===== config.mk =====
export PLATFORM = sky130hd
export DESIGN_NAME = rc4_prga_decrypt
export DESIGN_NICKNAME = d
export VERILOG_FILES = /design/src/rtl/rc4_pkg.sv /design/src/rtl/rc4_char_valid.sv /design/src/rtl/rc4_prga_decrypt.sv
export SDC_FILE = /design/constraint.sdc
export NUM_CORES = 1
export LEC_CHECK = 0
export ABC_AREA = 0
export ABC_CLOCK_PERIOD_IN_PS = 3100
export CAP_MARGIN = 20
export CORE_ASPECT_RATIO = 0.8
export CORE_MARGIN = 4
export CORE_UTILIZATION = 55
export CTS_CLUSTER_SIZE = 24
export DETAILED_ROUTE_END_ITERATION = 10
export PLACE_DENSITY = 0.92
export SYNTH_ARGS = -nofsm -noshare
export SYNTH_HDL_FRONTEND = slang
export SYNTH_SLANG_ARGS = --single-unit

===== constraint.sdc =====
create_clock -name clk -period 3.1 [get_ports clk]
set_clock_uncertainty 0.05 [all_clocks]
set_input_delay 0.31 -clock clk [delete_from_list [all_inputs] [get_ports clk]]
set_output_delay 0.31 -clock clk [all_outputs]
set_load 0.02 [all_outputs]

===== src/rtl/rc4_pkg.sv =====
// Constants and state encoding shared by the RC4 PRGA decrypt stage and the key-search controller.
package rc4_pkg;

  localparam logic [7:0] CHAR_SPACE = 8'd32;
  localparam logic [7:0] CHAR_LO    = 8'd97;
  localparam logic [7:0] CHAR_HI    = 8'd122;

  localparam int MSG_LEN_DEFAULT = 32;
  localparam int MSG_AW_DEFAULT  = 5;

  typedef enum logic [3:0] {
    ST_IDLE  = 4'd0,
    ST_P_I   = 4'd1,
    ST_P_WI  = 4'd2,
    ST_P_RI  = 4'd3,
    ST_P_WJ  = 4'd4,
    ST_P_RJ  = 4'd5,
    ST_P_WRI = 4'd6,
    ST_P_F   = 4'd7,
    ST_P_WF  = 4'd8,
    ST_P_X   = 4'd9,
    ST_P_NX  = 4'd10,
    ST_DONE  = 4'd11
  } prga_state_t;

endpackage


===== src/rtl/rc4_char_valid.sv =====
// Plaintext legality test: space or lowercase 'a'..'z'.
module rc4_char_valid
  import rc4_pkg::*;
(
  input  logic [7:0] ch,
  output logic       legal
);

  assign legal = (ch == CHAR_SPACE) || ((ch >= CHAR_LO) && (ch <= CHAR_HI));

endmodule


===== src/rtl/rc4_prga_decrypt.sv =====
// RC4 pseudo-random generation over a scheduled S-box; decrypts the ciphertext ROM into the
// plaintext RAM and reports whether every byte was a legal character.
module rc4_prga_decrypt
  import rc4_pkg::*;
#(
  parameter int MSG_LEN = MSG_LEN_DEFAULT,
  parameter int MSG_AW  = MSG_AW_DEFAULT
) (
  input  logic              clk,
  input  logic              reset_n,
  input  logic              start,
  input  logic [7:0]        s_q,
  output logic [7:0]        s_addr,
  output logic [7:0]        s_data,
  output logic              s_wren,
  output logic [MSG_AW-1:0] enc_addr,
  input  logic [7:0]        enc_q,
  output logic [MSG_AW-1:0] dec_addr,
  output logic [7:0]        dec_data,
  output logic              dec_wren,
  output logic              busy,
  output logic              done,
  output logic              pass,
  output logic [MSG_AW-1:0] fail_index
);

  localparam logic [MSG_AW-1:0] LAST_K = MSG_AW'(MSG_LEN - 1);

  prga_state_t       state;
  logic [7:0]        i;
  logic [7:0]        j;
  logic [7:0]        si;
  logic [7:0]        sj;
  logic [MSG_AW-1:0] k;
  logic [7:0]        plain;
  logic              plain_legal;
  logic              byte_legal;

  assign plain = s_q ^ enc_q;

  rc4_char_valid u_char_valid (
    .ch    (plain),
    .legal (plain_legal)
  );

  assign busy = (state != ST_IDLE) && (state != ST_DONE);
  assign done = (state == ST_DONE);

  // Memory reads return data two states after the address is issued, hence the wait states.
  always_ff @(posedge clk) begin
    if (!reset_n) begin
      state      <= ST_IDLE;
      i          <= 8'd0;
      j          <= 8'd0;
      k          <= '0;
      si         <= 8'd0;
      sj         <= 8'd0;
      s_addr     <= 8'd0;
      s_data     <= 8'd0;
      s_wren     <= 1'b0;
      enc_addr   <= '0;
      dec_addr   <= '0;
      dec_data   <= 8'd0;
      dec_wren   <= 1'b0;
      pass       <= 1'b0;
      fail_index <= '0;
      byte_legal <= 1'b0;
    end else begin
      case (state)
        ST_IDLE, ST_DONE: begin
          if (start) begin
            i          <= 8'd0;
            j          <= 8'd0;
            k          <= '0;
            pass       <= 1'b0;
            fail_index <= '0;
            state      <= ST_P_I;
          end
        end
        ST_P_I: begin
          i        <= i + 8'd1;
          s_addr   <= i + 8'd1;
          enc_addr <= k;
          state    <= ST_P_WI;
        end
        ST_P_WI: state <= ST_P_RI;
        ST_P_RI: begin
          si     <= s_q;
          j      <= j + s_q;
          s_addr <= j + s_q;
          state  <= ST_P_WJ;
        end
        ST_P_WJ: state <= ST_P_RJ;
        // Swap S[i] and S[j] as two back-to-back writes; i==j simply writes the same value twice.
        ST_P_RJ: begin
          sj     <= s_q;
          s_addr <= j;
          s_data <= si;
          s_wren <= 1'b1;
          state  <= ST_P_WRI;
        end
        ST_P_WRI: begin
          s_addr <= i;
          s_data <= sj;
          s_wren <= 1'b1;
          state  <= ST_P_F;
        end
        ST_P_F: begin
          s_wren <= 1'b0;
          s_addr <= si + sj;
          state  <= ST_P_WF;
        end
        ST_P_WF: state <= ST_P_X;
        ST_P_X: begin
          dec_addr   <= k;
          dec_data   <= plain;
          dec_wren   <= 1'b1;
          byte_legal <= plain_legal;
          state      <= ST_P_NX;
        end
        // The byte is always written before the verdict, so an illegal byte lands in RAM too.
        ST_P_NX: begin
          dec_wren <= 1'b0;
          if (!byte_legal) begin
            fail_index <= k;
            pass       <= 1'b0;
            state      <= ST_DONE;
          end else if (k == LAST_K) begin
            pass  <= 1'b1;
            state <= ST_DONE;
          end else begin
            k     <= k + 1'b1;
            state <= ST_P_I;
          end
        end
        default: state <= ST_IDLE;
      endcase
    end
  end

endmodule


# Word level (Yosys, flattened, before mapping)
# Cells that the tools add are included.
# word_totals
in_bits,19
ff_bits,84
wordCells,82
# classes
reduce_logical,19
addsub,4
bitwise,1
muxes,21
n_eq_ne,19
magnitude_cmp,2
# ops
op,count
case mux 8 bit (2 select lines),3
case mux 4 bit (11 select lines),1
case mux 8 bit (5 select lines),1
two-way mux 5 bit,4
case mux 5 bit (2 select lines),2
adder 8 bit,2
"== test 4 x 3 -> 1 bit, second input constant",4
"== test 4 bit, second input constant",4
two-way mux 4 bit,3
nonzero test 2 bit,6
"adder 8 x 1 -> 8 bit, second input constant",1
"== test 4 x 2 -> 1 bit, second input constant",2
"== test 8 x 6 -> 1 bit, second input constant",1
"greater-or-equal comparator 8 x 7 -> 1 bit, second input constant",1
"less-or-equal comparator 8 x 7 -> 1 bit, second input constant",1
two-way mux 8 bit,1
"!= test 2 bit, second input constant",4
XOR 8 bit,1
case mux 1 bit (2 select lines),3
AND reduction 3 bit,2
"adder 5 x 1 -> 5 bit, second input constant",1
"== test 5 bit, second input constant",1
nonzero test 5 bit,1
"== test 4 x 1 -> 1 bit, second input constant",1
10 further kinds,15

# Longest topological paths before layout
# depth
depth_word,4
depth_mapped,9
ltp_nobuf,8

# Cells and area by module
# From an unflattened synthesis, not the netlist that was laid out.
# hier_totals
cells_unflattened,532
area_unflattened_um2,4334.2
# by_module_without_submodules
mod,instances,area_per_inst_um2,cells_each,seq_area_each_um2
rc4_prga_decrypt,1,4276.6,523,1681.6
rc4_char_valid,1,57.6,9,0.0

# Worst setup path after synthesis
# OpenSTA, ideal clock, no wires.
# synth_path
path_type,input to register
from,input s_q[0]
to,register s_addr[4]
cell_stages,7
n_path_buf,0
setup_slack_ns,1.181
arrival_time_ns,1.749
setup_time_ns,0.120
cell_sequence,ha_1 fa_1 a21o_1 a21oi_1 xor2_1 o22ai_1 o31a_1
# synth_between
elab_chain_cells,2
# synth_lines
item,line,text
start: declaration,rc4_prga_decrypt.sv:12,"input logic [7:0] s_q,"
adder 8 bit,rc4_prga_decrypt.sv:90,s_addr <= j + s_q;
case mux 8 bit (5 select lines),rc4_prga_decrypt.sv:69,case (state)
end signal: assignment,rc4_prga_decrypt.sv:82,s_addr <= i + 8'd1;
end signal: assignment,rc4_prga_decrypt.sv:90,
end signal: assignment,rc4_prga_decrypt.sv:97,s_addr <= j;
end: declaration,rc4_prga_decrypt.sv:13,"output logic [7:0] s_addr,"
# No other way between the ends.
# A chain may end at the register's enable or synchronous reset.

# Worst setup path in the final report
# layout_path
from,register state[3]
to,output busy
# layout_between
elab_chain_cells,2
elab_cells_between_ends,3
# layout_lines
item,line,text
start: declaration,rc4_prga_decrypt.sv:29,prga_state_t state;
start signal: assignment,rc4_prga_decrypt.sv:52,state <= ST_IDLE;
start signal: assignment,rc4_prga_decrypt.sv:77,state <= ST_P_I;
start signal: assignment,rc4_prga_decrypt.sv:84,state <= ST_P_WI;
!= test 4 bit / nonzero test 4 bit (equally long branches),rc4_prga_decrypt.sv:46,assign busy = (state != ST_IDLE) && (state != ST_DONE);
logical AND 1 bit (*),rc4_prga_decrypt.sv:46,
end: declaration,rc4_prga_decrypt.sv:21,"output logic busy,"
# Every way passes the cells marked *; elsewhere a longest branch is shown, timed or not.

==> impl_metrics.yaml <==
clocking:
  cts.sinks: 84
  cts_resized: 0
  worst_skew_pair.late_latency_ps: 360
  tritoncts: "yes"
  cts_buffers: 9
  cts.clk_slew.worst_paths_ps: 90
  hold_buffers: 0
  cts_htree_levels: 3
  clockBufferDepth: 2
  root_buffer: "clkbuf_8"
  cts_setup_buffers: 0
power_and_ir_drop:
  leakagePower_nw: 1.904
  powerDensity_mw_per_mm2: 445.5
  ir_drop_uv: 329.1
finish:
  drive_above_1_share: 0.05317
  fin_cells: 688
  fill_cells: 587
  nets: 616
  diodes: 0
  syn_to_final_growth_pct: 21.67
logic_synthesis:
  synthTopCellsByArea: "dfxtp_1 40%, nand2_1 7.2%, a21oi_1 6.5%"
  synth_compound_area_frac: 0.2209
  synth.mux.area_fraction: 0.009437
  synth_top_family_by_area: "simple AND/OR/NAND/NOR gates"
  ys_seq_area_frac: 0.3963
  synth_seq_cells: 84
  synth_area_per_cell_um2: 8.066
  yosys_warnings: 0
  synth_cells: 526
  synth_edf_count: 0
  synthAdderAreaFrac: 0.05957
  async_flop_share: 0
  synth_top_cell_by_area: "dfxtp_1"
  synth_top_area_frac: 0.3963
  syn_area_mm2: 0.004243
  ys.flop_type: "dfxtp_1"
  yosysUniqueCellTypes: 59
  synth-xor-area-share: 0.04335
  syn-num-nets: 564
  synthSimpleGateAreaFrac: 0.2365
critical_path:
  crit_path_start: "state[3]$_SDFFE_PN0P_"
  critPathMaxStageDelay_ps: 720
  cp_slowest_cell: "dfxtp_1"
  crit_arrival_ps: 2340
  crit_fanout: 18
  criticalPathCategory: "reg2out"
  r2r-start: "state[3]$_SDFFE_PN0P_"
  cp-end-kind: "output port"
  critical_path_buf_inv_count: 1
  crit_chain: "a21boi_0 -> or3_1 -> clkdlybuf4s50_1"
  crit_family: "flip-flops"
  setup.worst_path.start_class: "flop"
  cp.required_ps: 2740
global_routing:
  track_usage: 0.2504
  grt_pass1_wl_um: 18430
  gr-total-overflow: 0
  grt_antenna_before_repair: 0
  grt_max_degree: 39
  grt_pass1_vias: 3793
floorplan:
  die_h_um: 86.56
  placementRows: 28
  start_util: 0.5686
  core_mm2: 0.007462
  boundaryPins: 63
  die_area_mm2: 0.009192
  die_w_um: 106.2
placed_design:
  place_hpwl_um: 8171
  placed_cells: 672
  portBuffers: 62
  place_congestion: 1.036
timing:
  hold_violations: 0
  fin_crit_ps: 2697
  clock.fmax_mhz: 370.8
  setup_viol: 0
  grt_setup_unrepaired: "no"
  tns_ps: 0
  drv_slew: 0
  worst_pin_slew_ps: 805.8
  slew_headroom: 0.4608
  finalCritPeriodShare: 0.8701
detailed_routing:
  route.detailed.drc: 0
  drt-initial-drc-count: 293
  wl_per_cell_um: 16.47
  routed_wl_um: 11330
  ant_nets: 0
  viasPerCell: 5.972
  drt_first_pass_iters: 5
  vias: 4109
run_status:
  status: "finished clean"
worst_hold_path:
  hp-start: "dec_addr[4]$_SDFFE_PN0P_"
  worst_hold_path_type: "reg2reg"
job:
  maxCapViolations: 0
## final cells by class
cell class / count / area, um^2 / area share
clock inverters: 5 / 85.08 / 0.01648
multi-input cells: 407 / 2424 / 0.4695
repair buffers: 69 / 673.1 / 0.1304
clock buffers: 11 / 141.4 / 0.02739
flip-flops and latches: 84 / 1682 / 0.3257
inverters: 7 / 26.28 / 0.005090
well taps: 105 / 131.4 / 0.02545
## placed cells by master, fill, tap and decap left out, types with 13 or more instances in the layout
master,instances
ha_1,17
nand3_1,13
nor2_1,58
nor3_1,22
nand2_1,81
a21oi_1,55
o21ai_0,18
clkdlybuf4s50_1,62
dfxtp_1,84
## power breakdown
part	internal, mW	leakage [nW]	total [mW]	switching (mW)
clock network	0.479	0.110	0.878	0.399
logic	0.118	1.12	0.293	0.175
registers	1.10	0.678	1.13	0.0299
## synth_stat cells (all sizes together), types with 2 or more instances
library cell	n
and2	3
ha	17
a211oi	8
a2111oi	3
nand3	13
o22ai	11
mux2i	4
a22o	7
nand2	81
o21bai	5
o21ai	18
nor4	5
nor2b	5
and3	2
xor2	11
a31oi	5
clkbuf	20
buf	8
a22oi	5
nor3	23
a211o	2
o21a	5
or3	5
a21o	4
o211ai	4
fa	2
a21oi	55
xnor2	10
inv	7
nand3b	5
or2	2
nand2b	6
a222oi	4
nor2	59
dfxtp	84
## registers in the layout, summed over array words and instances, names as in the netlist, 8 cells and up
| register | count |
|---|---|
| s_data | 8 |
| dec_data | 8 |
| i | 8 |
| si | 8 |
| sj | 8 |
| s_addr | 8 |
| j | 8 |
## worst paths after layout
| path | end | depth (start not counted) | slack [ps] |
|---|---|---|---|
| worst max-delay path | busy | 3 | 400 |
| worst min-delay path | dec_addr[4]$_SDFFE_PN0P_ | 2 | 410 |
| worst max register to register | i[3]$_SDFFE_PN0P_ | 5 | 630 |
| worst min register to register | dec_addr[4]$_SDFFE_PN0P_ | 2 | 410 |
## through the flow
stage          instance area [um^2]  hold slack (ps)    util  total power, mW  setup slack (ps)
2_1_floorplan                  4243            396.0       -            1.329              1181
6_report                       5162            405.6  0.6918            2.300             402.8
3_5_place_dp                   4936            396.9  0.6615            1.439             443.1
4_1_cts                        5162            408.0  0.6918            2.302             429.8
3_3_place_gp                   4936            392.8  0.6615            1.432             576.1
5_1_grt                        5162            425.0  0.6918            2.388             297.7
## worst register-to-register path: cells and delay by family, from the launching register on
| kind | cells | cell delay [ps] |
|---|---|---|
| AOI/OAI and AO/OA | 3 | 680 |
| DFF | 1 | 720 |
| and+or+nand+nor | 2 | 910 |
## cell families (layout without fill, tap and decap cells)
logic type,count (synthesis),in the layout
AND/OR/NAND/NOR,217,217
flip-flops,84,84
buffers and inverters,35,92
multiplexers,4,4
XOR/XNOR,21,21
AO/OA/AOI/OAI,146,146
adder cells (fa/ha/maj),19,19
## metal layers
layer  share of wire  GRT usage  vias up
met4           0.013    0.06353        0
met1            0.43     0.3364     1936
li1                -          -     1976
met5               0          0        -
met2            0.45     0.4025      180
met3           0.098    0.06850       17
(Power assumes the default switching activity.)
